## config.mk

```make
export PLATFORM = sky130hd
export DESIGN_NAME = hit_lane_merge
export DESIGN_NICKNAME = d
export VERILOG_FILES = /design/src/rtl/raster_sample_pkg.sv /design/src/rtl/hit_lane_compact.sv /design/src/rtl/hit_lane_merge.sv
export SDC_FILE = /design/constraint.sdc
export NUM_CORES = 2
export LEC_CHECK = 0
export BUFFER_PORTS_ARGS = -buffer_cell sky130_fd_sc_hd__buf_2
export CAP_MARGIN = 15
export CORE_UTILIZATION = 35
export CTS_CLUSTER_DIAMETER = 80
export DETAILED_ROUTE_END_ITERATION = 10
export SLEW_MARGIN = 25
export SYNTH_ARGS = -nofsm -noshare
export SYNTH_HDL_FRONTEND = slang
export SYNTH_HIERARCHICAL = 1
export SYNTH_SLANG_ARGS = --single-unit
export TNS_END_PERCENT = 30
```

## constraint.sdc

```tcl
create_clock -name clk -period 41.7 [get_ports clk]
set_input_delay 8.34 -clock clk [delete_from_list [all_inputs] [get_ports clk]]
set_output_delay 8.34 -clock clk [all_outputs]
set_load 0.01 [all_outputs]
```

## src/rtl/raster_sample_pkg.sv

```systemverilog
// Shared types for the raster sample path between the sample test stage and the z-buffer.
// A hit carries signed fixed-point position/depth words and unsigned color words, passed through untouched.
package raster_sample_pkg;

    localparam int SIGFIG     = 24;
    localparam int AXIS       = 3;
    localparam int COLORS     = 3;
    localparam int LANES      = 3;
    localparam int HALT_SLACK = 3;

    typedef struct packed {
        logic signed [AXIS-1:0][SIGFIG-1:0] pos;
        logic        [COLORS-1:0][SIGFIG-1:0] color;
    } hit_sample_t;

endpackage

```

## src/rtl/hit_lane_compact.sv

```systemverilog
// Packs the valid lanes of one cycle into consecutive slots, keeping lane order A, B, C.
// Purely combinational; slot[0] always holds the earliest valid lane.
module hit_lane_compact
    import raster_sample_pkg::*;
(
    input  hit_sample_t      lane_a,
    input  hit_sample_t      lane_b,
    input  hit_sample_t      lane_c,
    input  logic [LANES-1:0] lane_valid,
    output hit_sample_t      slot [LANES],
    output logic [LANES-1:0] slot_valid,
    output logic [1:0]       n_push
);

    hit_sample_t lanes [LANES];

    always_comb begin
        lanes[0]   = lane_a;
        lanes[1]   = lane_b;
        lanes[2]   = lane_c;
        n_push     = '0;
        slot_valid = '0;
        for (int k = 0; k < LANES; k++) begin
            slot[k] = '0;
        end
        for (int i = 0; i < LANES; i++) begin
            if (lane_valid[i]) begin
                slot[n_push]       = lanes[i];
                slot_valid[n_push] = 1'b1;
                n_push             = n_push + 2'd1;
            end
        end
    end

endmodule

```

## src/rtl/hit_lane_merge.sv

```systemverilog
// Merges three hit lanes into one circular FIFO and drains it one sample per cycle.
// Upstream is halted on the registered fill level; anything it pushes past a full FIFO is dropped C-first.
module hit_lane_merge
    import raster_sample_pkg::*;
#(
    parameter int DEPTH    = 8,
    parameter int DEPTH_L2 = 3
)
(
    input  logic                               clk,
    input  logic                               rst,
    input  logic signed [AXIS-1:0][SIGFIG-1:0] hit_R18S,
    input  logic [COLORS-1:0][SIGFIG-1:0]      color_R18U,
    input  logic                               hit_valid_R18H,
    input  logic signed [AXIS-1:0][SIGFIG-1:0] hit_R18S_B,
    input  logic [COLORS-1:0][SIGFIG-1:0]      color_R18U_B,
    input  logic                               hit_valid_R18H_B,
    input  logic signed [AXIS-1:0][SIGFIG-1:0] hit_R18S_C,
    input  logic [COLORS-1:0][SIGFIG-1:0]      color_R18U_C,
    input  logic                               hit_valid_R18H_C,
    output logic                               halt_RnnnnL,
    output logic signed [AXIS-1:0][SIGFIG-1:0] hit_R19S,
    output logic [COLORS-1:0][SIGFIG-1:0]      color_R19U,
    output logic                               hit_valid_R19H,
    input  logic                               ready_R19H,
    output logic [31:0]                        sample_cnt_RnnnnU,
    output logic                               overflow_R19H
);

    localparam int CW = DEPTH_L2 + 1;

    hit_sample_t          lane_a, lane_b, lane_c, head;
    hit_sample_t          slot [LANES];
    logic [LANES-1:0]     slot_valid;
    logic [1:0]           n_push, n_fit;
    hit_sample_t          mem [DEPTH];
    logic [DEPTH_L2-1:0]  rd_ptr, wr_ptr;
    logic [CW-1:0]        count, space;
    logic                 pop, drop;

    assign lane_a = {hit_R18S,   color_R18U};
    assign lane_b = {hit_R18S_B, color_R18U_B};
    assign lane_c = {hit_R18S_C, color_R18U_C};

    hit_lane_compact u_compact (
        .lane_a     (lane_a),
        .lane_b     (lane_b),
        .lane_c     (lane_c),
        .lane_valid ({hit_valid_R18H_C, hit_valid_R18H_B, hit_valid_R18H}),
        .slot       (slot),
        .slot_valid (slot_valid),
        .n_push     (n_push)
    );

    // Space is judged on the registered count; a same-cycle pop does not make room.
    assign space = CW'(DEPTH) - count;
    assign drop  = CW'(n_push) > space;
    assign n_fit = drop ? space[1:0] : n_push;

    assign hit_valid_R19H = (count != '0);
    assign pop            = hit_valid_R19H & ready_R19H;
    assign halt_RnnnnL    = !(count > CW'(DEPTH - HALT_SLACK));

    // Storage is not reset, so the head is masked to zero while the FIFO is empty.
    assign head       = hit_valid_R19H ? mem[rd_ptr] : '0;
    assign hit_R19S   = head.pos;
    assign color_R19U = head.color;

    always_ff @(posedge clk) begin
        for (int k = 0; k < LANES; k++) begin
            if (slot_valid[k] && (2'(k) < n_fit)) begin
                mem[wr_ptr + DEPTH_L2'(k)] <= slot[k];
            end
        end
    end

    always_ff @(posedge clk or posedge rst) begin
        if (rst) begin
            rd_ptr            <= '0;
            wr_ptr            <= '0;
            count             <= '0;
            sample_cnt_RnnnnU <= '0;
            overflow_R19H     <= 1'b0;
        end else begin
            wr_ptr <= wr_ptr + DEPTH_L2'(n_fit);
            rd_ptr <= rd_ptr + DEPTH_L2'(pop);
            count  <= count + CW'(n_fit) - CW'(pop);
            if (pop) begin
                sample_cnt_RnnnnU <= sample_cnt_RnnnnU + 32'd1;
            end
            if (drop) begin
                overflow_R19H <= 1'b1;
            end
        end
    end

endmodule
```

# Word-level counts from Yosys, hierarchy flattened
# Memories as Yosys holds them, arrays and structs flattened.
# Index checks and enable logic that the tools add are counted.
# word_totals
in_bits	438
ramBits	1152
register_bits	43
output_inout_bits	179
wordCells	70
mem_count	1
# memory_table
memory	depth	word_bits	rd	rd_ports_with_merged_regs	wr	line	rtl
mem	8	144	1	0	3	hit_lane_merge.sv:36	hit_sample_t mem [DEPTH];
# op_classes
muxes	27
bitwise	5
n_lt_le_gt_ge	13
n_reduce_logical	9
addsub	10
# op_table
op	n
432-bit bitwise mux	2
432-bit 2-to-1 mux	2
144-bit demux with 2-bit select	2
144-bit 2-to-1 mux	4
32-bit by 1-bit adder with 32-bit output, second input constant	1
1-bit 2-to-1 mux	10
1-bit logical AND	7
3-bit greater-or-equal comparator, second input constant	2
3-bit by 1-bit < comparator with 1-bit output, second input constant	2
2-bit 2-to-1 mux	3
3-bit 2-to-1 mux	2
4-bit by 2-bit adder with 4-bit output	1
1-bit demux with 2-bit select	2
2-bit by 4-bit > comparator with 1-bit output	1
4-bit by 3-bit > comparator with 1-bit output, second input constant	1
1-bit by 2-bit < comparator with 1-bit output, first input constant	2
4-bit nonzero test	1
4-bit by 1-bit subtractor with 4-bit output	1
4-bit subtractor, first input constant	1
3-bit by 1-bit adder with 3-bit output	1
3-bit by 1-bit adder with 3-bit output, second input constant	1
3-bit by 2-bit adder with 3-bit output	1
3-bit by 2-bit adder with 3-bit output, second input constant	1
1-bit by 3-bit < comparator with 1-bit output, second input constant	1
12 further kinds	12

# Logic depth before layout (Yosys ltp)
# depth
ltp_word	12
depth_mapped	24
ltp_nobuf	16

# By module
# Netlist, hierarchy kept.
# modules_own_cells
module	cells_each	area_each_um2	seq_area_each_um2	n_inst
hit_lane_merge	6369	70242.4	35669.2	1
hit_lane_compact	1085	7806.2	0.0	1

# Worst setup path after synthesis
# Ideal clock, no wire load.
# synth_timing
kind	input -> register
startpoint	input port hit_valid_R18H
endpoint	memory mem[2][0] in the netlist's numbering (enable)
cell_stages	16
path_buffers	6
setup_slack_ns	18.957
setup_ns	0.860
t_required_ns	40.840
t_arrival_ns	21.883
path_cell_list	buf_4 > buf_2 > buf_2 > inv_1 > ha_1 > buf_4 > clkbuf_1 > xor2_1 > inv_1 > ha_1 > a221o_2 > nor2_1 > buf_4 > mux2i_1 > a31oi_1 > o31ai_1
# synth_rtl
item	line	rtl
from (decl)	hit_lane_merge.sv:14	input logic hit_valid_R18H,
to (decl)	hit_lane_merge.sv:36	

==> impl_metrics.csv <==
group,metric,value,unit
yosys,ys_seq_elements,1195,
clocking,cts_root_buf,"clkbuf_16",
power,p_int,3.42,mW
timing,setup_slack,26.98,ns
layout,fin_cells,10300,
worst_hold_path,hold_depth,1,
setup_path,cp_data_arrival_time,15.15,ns
power,p_comb_frac,0.459,
placed_design,place_ws,26.41,ns
timing,worst_slew_pin_slew,1.26,ns
die,core-area,221000,um2
global_route,grt_remaining_overflow,0,
route,maxUsedRoutingLayer,"met5",
clocking,clkSinkCount,1195,
timing,fin_skew,0.0240,ns
setup_path,cp_num_buf_inv,5,
yosys,ys_seq_area_frac,0.457,
yosys,syn_inst,7454,
route,wl_met2,163,mm
yosys,synth_area,78000,um2
timing,finalCriticalPeriod,14.72,ns
layout,final_cell_mix,"1292 x a2bb2oi_1, 1152 x edfxtp_1, 1122 x a21oi_1, 883 x nand2_1, 613 x buf_2",
timing,hold_viol,0,
power,cellLeakagePower,35.0,nW
layout,layout_commonest_cell,"a2bb2oi_1",
yosys,synth-edff-count,1152,
global_route,grtUsageTotal,0.320,
clocking,post-cts-setup-buffer-count,0,
die,chipHeight,474,um
route,routed_wl,375,mm
setup_path,slowest_delay,0.92,ns
die,rows,172,
global_route,grt_max_degree,146,
power,p_clk_frac,0.212,
timing,slew_violations,0,
job,max_cap_violations,0,
power,p_total,5.99,mW
setup_path,required,42.13,ns
power,p_sw,2.57,mW
die,die-area,225000,um2
timing,min_period_over_period,0.353,
clocking,cts.clk_slew.worst_paths,0.05,ns
setup_path,critPathKind,"input pin to flip-flop",
clocking,cts_inserted_buffers,146,
setup_path,cp_slowest_cell,"buf_4",
route,met3_wirelength,60.4,mm
yosys,postSynthAreaPerCell,10.5,um2
placed_design,globalplace.congestion,0.855,
layout,syn2layout_area_growth,10.9,%
setup_path,worstPathMaxFanout,49,
global_route,grt_first_pass_wirelength,522,mm
timing,setup_violations,0,
setup_path,path_cells,"buf_8 > inv_1 > ha_4 > xor2_1 > inv_1 > ha_1 > nand2b_1 > a221oi_2 > nand3_1 > a21oi_1 > a31oi_1 > o21ai_4 > buf_4 > buf_4",
timing,max_freq,68.0,MHz
power,powerDensity,69.2,nW/um2
die,die_w,474,um
yosys,ys_types,56,
clocking,hold_buffers,0,
yosys,ys.flop_type,"edfxtp_1",
placed_design,io_buffers,616,
route,drc,0,
layout,nets,7709,
layout,drive_above_1_share,0.181,
clocking,cts_max_level,4,
clocking,insertion_delay,0.81,ns
clocking,cts.path.max_buffers,3,
power,swShare,0.429,
yosys,ys.warnings.count,6,
global_route,grt_pass1_vias,71200,
timing,holdWs,0.500,ns
worst_hold_path,holdCritPathClass,"flip-flop to flip-flop",
setup_path,critical-path-top-delay-family,"buffers and inverters",
route,ant_nets,0,
route,vias,73700,
setup_path,endpoint_kind,"flip-flop",
yosys,async_flop_share,0.0360,
setup_path,path_depth,14,
timing,grt_setup_unrepaired,"no",
route,wire_per_inst,36.3,um
placed_design,hpwl,199,mm
power,p_seq_frac,0.330,
route,first_pass_iters,8,
clocking,ctsResizeCount,0,
setup_path,start_kind,"input pin",
clocking,cts_tree,"done",
timing,max_slew_margin,0.154,
timing,tns,0,ns
status,outcome,"completed",
global_route,antenna_found_initial,22,
yosys,synth_nets,7915,
setup_path,r2r_cells,12,
placed_design,dp.cells,10100,
route,drtIter0Drc,13800,
power,ir_worst_vdd,0.123,mV
die,start_util,0.354,
die,io_pins,617,
route,drt-vias-per-instance,7.13,
route,wl_met1,128,mm
cell families after synthesis:
kind of cell / after synthesis / synth area share
AO/OA/AOI/OAI: 3056 / 0.275
AND/OR/NAND/NOR: 1548 / 0.0930
flip-flops: 1195 / 0.457
buffers and inverters: 1148 / 0.0630
multiplexers: 443 / 0.103
XOR/XNOR: 41 / 0.00479
adder cells (fa/ha/maj): 23 / 0.00388
registers in the layout, summed over array words and instances, names as in the netlist:
| name | count |
|---|---|
| mem | 1152 |
| rd_ptr | 3 |
| count | 4 |
| sample_cnt_RnnnnU | 32 |
| overflow_R19H | 1 |
| wr_ptr | 3 |
power by group through the flow:
stage	Clock, mW	Sequential (mW)	Combinational [mW]
3_5_place_dp	0	2.00	2.66
6_report	1.27	1.97	2.75
4_1_cts	1.27	1.97	2.66
2_1_floorplan	0	2.08	1.56
3_3_place_gp	0	1.99	2.62
5_1_grt	1.31	2.00	2.82
Yosys cell counts (3+ instances only):
cell	count	share of area
and2_1	5	0.00040
inv_1	18	0.00087
and3_1	294	0.024
buf_4	21	0.0020
buf_1	232	0.011
a21oi_1	1126	0.072
a41o_1	144	0.018
a21o_1	3	0.00029
nand2b_1	4	0.00032
buf_2	179	0.011
nor2b_1	3	0.00024
a41oi_1	32	0.0036
a22oi_1	144	0.014
dfrtp_1	43	0.014
o21ai_0	294	0.019
clkbuf_1	529	0.025
nor3_1	10	0.00064
mux2i_1	150	0.019
xor2_1	10	0.0011
edfxtp_1	1152	0.44
ha_1	21	0.0034
buf_6	15	0.0022
a2bb2oi_1	1296	0.15
mux4_2	288	0.083
nand3b_1	145	0.014
nand3_1	23	0.0015
nand2_1	886	0.043
nor2_1	153	0.0074
xnor2_1	29	0.0033
and4_1	3	0.00034
mux2_2	5	0.00072
a211oi_2	3	0.00048
nand4_1	12	0.00096
clkbuf_2	153	0.0098
path summary, 6_finish.rpt:
path	slack [ns]	start	endpoint
setup / recovery	26.98	hit_valid_R18H	mem[3][22]
hold / removal	0.50	sample_cnt_RnnnnU[13]	sample_cnt_RnnnnU[13]
setup reg to reg	35.23	count[0]	mem[3][22]
hold reg to reg	0.50	sample_cnt_RnnnnU[13]	sample_cnt_RnnnnU[13]
max in group asynchronous	33.51	rst	rd_ptr[0]
min in group asynchronous	7.69	rst	sample_cnt_RnnnnU[7]
metrics by stage:
stage | utilization | area [um2]
6_report | 0.392 | 86600
3_5_place_dp | 0.371 | 81800
4_1_cts | 0.392 | 86400
2_1_floorplan | - | 78000
5_1_grt | 0.392 | 86600
3_3_place_gp | 0.371 | 81700
metal layers:
metal / track usage / vias to the layer above
met5: 0 / -
li1: - / 28600
met3: 0.111 / 1500
met1: 0.400 / 36100
met2: 0.482 / 7411
met4: 0.173 / 20
layout make-up:
cell class | instances | area (um2)
clock buffer | 189 | 3960
inverter | 19 | 78.8
clock inverter | 71 | 587
tap | 2958 | 3700
multi-input combinational | 5111 | 38000
timing repair buffer | 775 | 4560
fill | 21100 | 134000
sequential | 1195 | 35700
antenna | 7 | 17.5
No activity file was read; power rests on OpenSTA's default activity.
